File: src/rtl/ascii2ps2_pkg.sv
// Shared types, PS/2 set-2 constants and sequence helpers for the ASCII-to-PS/2 sequencer.
package ascii2ps2_pkg;

    typedef enum logic [1:0] {NONE, SHIFT, CTRL} mod_t;
    typedef enum logic {IDLE, WRITE} seq_state_t;

    localparam logic [7:0] SC_BREAK  = 8'hF0;
    localparam logic [7:0] SC_EXT    = 8'hE0;
    localparam logic [7:0] SC_LSHIFT = 8'h12;
    localparam logic [7:0] SC_LCTRL  = 8'h14;

    typedef struct packed {
        logic [7:0] code;
        mod_t       mod;
        logic       ext;
        logic       valid;
    } key_t;

    function automatic logic [2:0] seq_len(mod_t mod, logic ext);
        if (ext) return 3'd5;
        if (mod != NONE) return 3'd6;
        return 3'd3;
    endfunction

    // Byte idx of the make/break sequence for one key.
    function automatic logic [7:0] seq_byte(logic [7:0] code, mod_t mod, logic ext, logic [2:0] idx);
        logic [7:0] m;
        m = (mod == CTRL) ? SC_LCTRL : SC_LSHIFT;
        seq_byte = code;
        if (ext) begin
            case (idx)
                3'd0, 3'd2: seq_byte = SC_EXT;
                3'd3:       seq_byte = SC_BREAK;
                default:    seq_byte = code;
            endcase
        end else if (mod != NONE) begin
            case (idx)
                3'd0, 3'd5: seq_byte = m;
                3'd2, 3'd4: seq_byte = SC_BREAK;
                default:    seq_byte = code;
            endcase
        end else if (idx == 3'd1) begin
            seq_byte = SC_BREAK;
        end
    endfunction

endpackage

File: src/rtl/ascii2ps2_seq_if.sv
// Character input, PS/2 byte output and status bundle between host and sequencer.
interface ascii2ps2_if #(parameter int DEPTH = 16);
    localparam int LW = $clog2(DEPTH) + 1;

    logic [7:0]    ascii;
    logic          latch;
    logic          ready;
    logic [7:0]    scancode;
    logic          send;
    logic          busy;
    logic          dropped;
    logic [LW-1:0] level;

    modport master (output ascii, latch, ready,
                    input  scancode, send, busy, dropped, level);
    modport slave  (input  ascii, latch, ready,
                    output scancode, send, busy, dropped, level);
endinterface

File: src/rtl/ascii2ps2_seq_translator.sv
// Combinational ASCII to PS/2 set-2 key lookup: base code, modifier and E0-extension flag.
module scancode_translator_ext
    import ascii2ps2_pkg::*;
(
    input  logic [7:0] ascii,
    output key_t       key
);

    function automatic logic [7:0] letter_code(logic [4:0] i);
        case (i)
            5'd0:  return 8'h1C;  5'd1:  return 8'h32;  5'd2:  return 8'h21;
            5'd3:  return 8'h23;  5'd4:  return 8'h24;  5'd5:  return 8'h2B;
            5'd6:  return 8'h34;  5'd7:  return 8'h33;  5'd8:  return 8'h43;
            5'd9:  return 8'h3B;  5'd10: return 8'h42;  5'd11: return 8'h4B;
            5'd12: return 8'h3A;  5'd13: return 8'h31;  5'd14: return 8'h44;
            5'd15: return 8'h4D;  5'd16: return 8'h15;  5'd17: return 8'h2D;
            5'd18: return 8'h1B;  5'd19: return 8'h2C;  5'd20: return 8'h3C;
            5'd21: return 8'h2A;  5'd22: return 8'h1D;  5'd23: return 8'h22;
            5'd24: return 8'h35;  default: return 8'h1A;
        endcase
    endfunction

    function automatic key_t mk(logic [7:0] code, mod_t mod, logic ext);
        return '{code: code, mod: mod, ext: ext, valid: 1'b1};
    endfunction

    // NOTE: default assigned first so every path drives key and no latch is inferred.
    always_comb begin
        key = '{code: 8'h00, mod: NONE, ext: 1'b0, valid: 1'b0};
        case (ascii)
            8'h20: key = mk(8'h29, NONE, 1'b0);
            8'h0D: key = mk(8'h5A, NONE, 1'b0);
            8'h08: key = mk(8'h66, NONE, 1'b0);
            8'h09: key = mk(8'h0D, NONE, 1'b0);
            8'h1B: key = mk(8'h76, NONE, 1'b0);
            8'h31: key = mk(8'h16, NONE, 1'b0);  8'h21: key = mk(8'h16, SHIFT, 1'b0);
            8'h32: key = mk(8'h1E, NONE, 1'b0);  8'h40: key = mk(8'h1E, SHIFT, 1'b0);
            8'h33: key = mk(8'h26, NONE, 1'b0);  8'h23: key = mk(8'h26, SHIFT, 1'b0);
            8'h34: key = mk(8'h25, NONE, 1'b0);  8'h24: key = mk(8'h25, SHIFT, 1'b0);
            8'h35: key = mk(8'h2E, NONE, 1'b0);  8'h25: key = mk(8'h2E, SHIFT, 1'b0);
            8'h36: key = mk(8'h36, NONE, 1'b0);  8'h5E: key = mk(8'h36, SHIFT, 1'b0);
            8'h37: key = mk(8'h3D, NONE, 1'b0);  8'h26: key = mk(8'h3D, SHIFT, 1'b0);
            8'h38: key = mk(8'h3E, NONE, 1'b0);  8'h2A: key = mk(8'h3E, SHIFT, 1'b0);
            8'h39: key = mk(8'h46, NONE, 1'b0);  8'h28: key = mk(8'h46, SHIFT, 1'b0);
            8'h30: key = mk(8'h45, NONE, 1'b0);  8'h29: key = mk(8'h45, SHIFT, 1'b0);
            8'h7F: key = mk(8'h71, NONE, 1'b1);
            8'h80: key = mk(8'h75, NONE, 1'b1);
            8'h81: key = mk(8'h72, NONE, 1'b1);
            8'h82: key = mk(8'h6B, NONE, 1'b1);
            8'h83: key = mk(8'h74, NONE, 1'b1);
            default: begin
                if (ascii >= 8'h61 && ascii <= 8'h7A)
                    key = mk(letter_code(5'(ascii - 8'h61)), NONE, 1'b0);
                else if (ascii >= 8'h41 && ascii <= 8'h5A)
                    key = mk(letter_code(5'(ascii - 8'h41)), SHIFT, 1'b0);
                else if (ascii >= 8'h01 && ascii <= 8'h1A)
                    key = mk(letter_code(5'(ascii - 8'h01)), CTRL, 1'b0);
            end
        endcase
    end

endmodule

File: src/rtl/ascii2ps2_seq.sv
// Buffers whole PS/2 make/break sequences for each accepted character and emits one byte per send pulse.
module ascii2ps2_seq
    import ascii2ps2_pkg::*;
#(
    parameter  int DEPTH = 16,
    localparam int LW    = $clog2(DEPTH) + 1
) (
    input logic          clk,
    input logic          reset_n,
    ascii2ps2_if.slave   bus
);

    localparam int AW = $clog2(DEPTH);

    key_t          key_in;
    logic [2:0]    len_in;
    logic [LW-1:0] free;
    logic          accept, wr_en, rd_en;

    seq_state_t    state_q, state_d;
    logic [7:0]    code_q;
    mod_t          mod_q;
    logic          ext_q;
    logic [2:0]    len_q, idx_q;
    logic          dropped_q;

    logic [7:0]    mem [DEPTH];
    logic [AW-1:0] wptr_q, rptr_q;
    logic [LW-1:0] level_q;
    logic [7:0]    scancode_q;
    logic          send_q;

    scancode_translator_ext u_xlat (
        .ascii (bus.ascii),
        .key   (key_in)
    );

    // A sequence is only accepted when it fits entirely, so the FIFO never holds half a keystroke.
    assign len_in = seq_len(key_in.mod, key_in.ext);
    assign free   = LW'(DEPTH) - level_q;
    assign accept = bus.latch && key_in.valid && (state_q == IDLE) && (free >= LW'(len_in));
    assign wr_en  = (state_q == WRITE);
    assign rd_en  = !send_q && (level_q != '0) && bus.ready;

    always_comb begin
        state_d = state_q;
        case (state_q)
            IDLE:    if (accept) state_d = WRITE;
            WRITE:   if (idx_q == len_q - 3'd1) state_d = IDLE;
            default: state_d = IDLE;
        endcase
    end

    always_ff @(posedge clk or negedge reset_n) begin
        if (!reset_n) begin
            state_q   <= IDLE;
            code_q    <= 8'h00;
            mod_q     <= NONE;
            ext_q     <= 1'b0;
            len_q     <= 3'd0;
            idx_q     <= 3'd0;
            dropped_q <= 1'b0;
        end else begin
            state_q   <= state_d;
            dropped_q <= bus.latch && !accept;
            if (accept) begin
                code_q <= key_in.code;
                mod_q  <= key_in.mod;
                ext_q  <= key_in.ext;
                len_q  <= len_in;
                idx_q  <= 3'd0;
            end else if (wr_en) begin
                idx_q  <= idx_q + 3'd1;
            end
        end
    end

    // NOTE: storage has no reset; the pointers and level alone decide what is valid.
    always_ff @(posedge clk) begin
        if (wr_en) mem[wptr_q] <= seq_byte(code_q, mod_q, ext_q, idx_q);
    end

    always_ff @(posedge clk or negedge reset_n) begin
        if (!reset_n) begin
            wptr_q     <= '0;
            rptr_q     <= '0;
            level_q    <= '0;
            scancode_q <= 8'h00;
            send_q     <= 1'b0;
        end else begin
            if (wr_en) wptr_q <= wptr_q + 1'b1;
            if (rd_en) begin
                rptr_q     <= rptr_q + 1'b1;
                scancode_q <= mem[rptr_q];
            end
            level_q <= level_q + LW'(wr_en) - LW'(rd_en);
            send_q  <= rd_en;
        end
    end

    assign bus.scancode = scancode_q;
    assign bus.send     = send_q;
    assign bus.busy     = (state_q == WRITE);
    assign bus.dropped  = dropped_q;
    assign bus.level    = level_q;

endmodule
File: src/flat_wrapper.sv
// flat-port wrapper written by rule: the top's interface ports become plain ports
module ascii2ps2_seq_flat import ascii2ps2_pkg::*;
#(
    parameter  int DEPTH = 16,
    localparam int LW    = $clog2(DEPTH) + 1
)
  (clk, reset_n, bus_ascii, bus_latch, bus_ready, bus_scancode, bus_send, bus_busy, bus_dropped, bus_level);
  ascii2ps2_if #(.DEPTH(DEPTH)) bus_i ();
  input logic clk;
  input logic reset_n;
  input wire logic [$bits(bus_i.ascii)-1:0] bus_ascii;
  input wire logic [$bits(bus_i.latch)-1:0] bus_latch;
  input wire logic [$bits(bus_i.ready)-1:0] bus_ready;
  output wire logic [$bits(bus_i.scancode)-1:0] bus_scancode;
  output wire logic [$bits(bus_i.send)-1:0] bus_send;
  output wire logic [$bits(bus_i.busy)-1:0] bus_busy;
  output wire logic [$bits(bus_i.dropped)-1:0] bus_dropped;
  output wire logic [$bits(bus_i.level)-1:0] bus_level;
  assign bus_i.ascii = bus_ascii;
  assign bus_i.latch = bus_latch;
  assign bus_i.ready = bus_ready;
  assign bus_scancode = bus_i.scancode;
  assign bus_send = bus_i.send;
  assign bus_busy = bus_i.busy;
  assign bus_dropped = bus_i.dropped;
  assign bus_level = bus_i.level;
  ascii2ps2_seq #(.DEPTH(DEPTH)) u_core (.clk(clk), .reset_n(reset_n), .bus(bus_i));
endmodule
File: config.mk
export PLATFORM = sky130hd
export DESIGN_NAME = ascii2ps2_seq_flat
export DESIGN_NICKNAME = d
export VERILOG_FILES = /design/src/rtl/ascii2ps2_pkg.sv /design/src/rtl/ascii2ps2_seq_if.sv /design/src/rtl/ascii2ps2_seq_translator.sv /design/src/rtl/ascii2ps2_seq.sv /design/src/flat_wrapper.sv
export SDC_FILE = /design/constraint.sdc
export NUM_CORES = 1
export LEC_CHECK = 0
export ABC_AREA = 1
export BUFFER_PORTS_ARGS = -buffer_cell sky130_fd_sc_hd__buf_2
export CELL_PAD_IN_SITES_DETAIL_PLACEMENT = 0
export CELL_PAD_IN_SITES_GLOBAL_PLACEMENT = 1
export CORE_AREA = 10 10 169 171
export DETAILED_ROUTE_END_ITERATION = 8
export DIE_AREA = 0 0 179 181
export PLACE_DENSITY_LB_ADDON = 0.1
export REMOVE_ABC_BUFFERS = 1
export SYNTH_ARGS = -nofsm -noshare
export SYNTH_HDL_FRONTEND = slang
export SYNTH_SLANG_ARGS = --single-unit
File: constraint.sdc
create_clock -name clk -period 3.5 [get_ports clk]
set_clock_uncertainty 0.2 [all_clocks]
set_input_delay 0.175 -clock clk [delete_from_list [all_inputs] [get_ports clk]]
set_output_delay 0.175 -clock clk [all_outputs]
set_load 0.005 [all_outputs]
==> metrics <==
status complete, no violations; R2R setup slack about 500 ps; routing usage on met2 24.7%; first-pass GRT wire length 36,400 µm; vias in the first global route ~6,400; Longest Clk Path Bufs 2; Pre-antenna DRT Iters 5; PnR Total Power around 8000 µW; clk sinks ~170; slowest CP cell o21ai_0; area leader, netlist edfxtp_1; gp weighted congestion around 0.81; critical path type input pin to flop; Post-synth EDFFs ~130; Crit. Startpoint bus_ascii[0]; Initial Utilization approximately 35%; Worst EP required between 3000 and 4000 ps; Crit. End Element flop; GRT Resource Usage Total 14.5%; top cell family by delay on the critical path simple AND/OR/NAND/NOR gates; Yosys Warn Count 0; period utilization ~86%; Vias ~6,400; antenna viol nets, final 0; DIE AREA roughly 32,000 µm²; ys flop type edfxtp_1; top-count cell post-synth nand2_1; worst skew pair latency 450 ps; final core occ slightly below 40%; largest cells by area after synthesis edfxtp_1 (44%), dfrtp_1 (12%), nand2_1 (8.3%); hpwl dp ~16,000 µm; busiest grt layer met2; clk slew on worst S/H paths ~80 ps; largest net degree at the start of global routing 67; die width between 150 and 200 µm; grt ovf 0; Die Y-Extent 181 µm; Arr. time, crit path around 3200 ps; initial antenna violation count 0; Setup violations, final 0; cells after synthesis 930; wire per inst between 15 and 20 µm; Max Fclk about 330 MHz; FF+latch count, synth between 150 and 200; Post-synth top cells nand2_1 (192), nor2_1 (144), edfxtp_1 (128), o21ai_0 (104), inv_1 (78); H-tree depth 4; ys async rst share between 20% and 30%; Post-Syn Area between 8000 and 9000 µm²; Synth top area share between 40% and 50%; Max IR drop VDD ~0.00070 V; IO Pins 28; Fillers about 2,600; PwrDens a little over 800 nW/µm²; Post-CTS Setup Repair Bufs 0; min-delay src bus_ready; most used cell along the critical path nor2_1; synth unique cells 39; P_leak 0.00423 µW; share of cells above drive strength 1 between 10% and 20%; Bufs and invs on worst path 6; sequential element share of the synthesized area a little under three fifths; Critical Path Fanout Max 18; post-layout min period slightly above 3000 ps; Slew Limit Fails 0; Antenna Cells 0; cts bufs inserted 17; core area 25,000 µm²; Avg Vias per Cell approximately 4.9; GRT met3 Usage ~2.3%; Slew HR between 20% and 30%; total routed wirelength 22,800 µm; met1 usage 18.5%; PortBufs 27; TritonCTS clock tree built; FP Rows 58; Area growth syn-to-layout 13.9%; worst stage delay on the critical path around 300 ps; Worst-Margin Slew 1110 ps; Iteration-0 DRC Markers between 300 and 400; syn avg cell area 9.32 µm²; RSZ-0062 raised after global routing no; final net count around 1,000; Fin. Hold Viols 0; crit-path cells buf_2 > inv_1 > ha_1 > nand3_1 > inv_1 > o21ai_0 > nand4_1 > nor2_1 > nand3_1 > buf_4 > nor2_1 > ha_1 > nand3b_1 > nor2_1 > a211oi_1 > buf_4 > nand2_4 > inv_2 > nor2_1 > nor2_1; setup total negative slack 0 ps; r2r startpoint u_core.bus.level[1]; Root Driver clkbuf_16; Worst Hold Class input pin to flop; max cap viols 0; CP Launch Type input pin; DRC errors left 0
-- registers in the layout (all words and copies together) (netlist names) --
| name | cells |
|---|---|
| u_core.code_q | 7 |
| u_core.wptr_q | 4 |
| u_core.bus.send | 1 |
| u_core.idx_q | 3 |
| u_core.rptr_q | 4 |
| u_core.len_q | 3 |
| u_core.mod_q | 2 |
| u_core.mem | 128 |
| u_core.ext_q | 1 |
| u_core.bus.busy | 1 |
| u_core.bus.scancode | 8 |
| u_core.bus.level | 5 |
| u_core.bus.dropped | 1 |
-- per-layer routing --
layer	wire length [µm]	share of wire, %	vias up
li1	-	-	3217
met1	10500	46	3076
met2	11500	50	100
met3	605	2.7	17
met4	265	1.2	0
met5	0	0	-
-- final cells by class --
| class | count | area, µm² | share of cell area [%] |
|---|---|---|---|
| Clock buffer | 17 | 425 | 4.31 |
| Clock inverter | 15 | 188 | 1.90 |
| Inverter | 86 | 325 | 3.30 |
| Multi-Input combinational cell | 644 | 3340 | 33.8 |
| Sequential cell | 168 | 4850 | 49.1 |
| Tap cell | 330 | 413 | 4.18 |
| Timing Repair Buffer | 53 | 335 | 3.40 |
-- per-stage QoR --
stage | std cells | setup slack [ps] | hold WS, ps | instance area, µm²
floorplan | 898 | 327 | -321 | 8500
global placement | 1279 | 115 | 103 | 9240
detailed placement | 1279 | 108 | 113 | 9240
CTS | 1313 | 437 | 22.6 | 9870
global route | 1313 | 196 | 62.2 | 9870
finish | 1313 | 483 | 20.1 | 9870
-- path summary, 6_finish.rpt --
kind	endpoint	depth (start not counted)
max	u_core.len_q[2]	20
min in group asynchronous	u_core.bus.level[2]	2
max reg2reg	u_core.bus.level[4]	16
min reg2reg	u_core.bus.scancode[4]	2
max in group asynchronous	u_core.rptr_q[0]	3
min	u_core.bus.scancode[2]	5
-- report_power, final --
part / internal, µW / switching (µW)
combinational: 944 / 2070
sequential: 2900 / 281
clock: 980 / 963
total: 4820 / 3310
-- worst reg2reg max path, cell delays in order (launching register included) --
cell     delay, ps
dfrtp_1        440
inv_1          120
ha_1           230
nand2_1         70
inv_1           40
ha_1           190
nor2_1         100
nand2_1         80
inv_1           90
ha_1           220
inv_1           60
ha_1           160
inv_1           50
fa_1           390
o21ai_0        190
a21oi_1        110
xor2_1         150
-- placed cells by master (no fill, tap or decap), drive strengths merged, types with 2 or more instances in the layout --
cell type	n
a211oi	3
dfrtp	40
xnor2	4
edfxtp	128
buf	51
inv	95
nand2	210
nor3	6
clkbuf	17
o211ai	2
clkinv	5
o21ai	109
o22ai	39
ha	32
o2111ai	2
dlygate4sd3	2
xor2	12
nor2	159
a21oi	16
nand4	10
nand3	35
-- logic make-up (layout without fill, tap and decap cells) --
family	after synthesis	after routing	synth area share [%]
DFF	168	168	55.9
adders and majority gates	33	33	4.85
buffers and inverters	118	171	5.64
and+or+nand+nor	421	421	20.9
AOI/OAI and AO/OA	174	174	11.0
xor gates and xnor gates	16	16	1.70
-- repair_timing --
action,CTS,global route
hold buffers,2,0
gates resized for setup,0,0
endpoints found under the setup margin,0,0
hold endpoints to repair,31,0
Note: power is estimated with default switching activity, not from simulation.
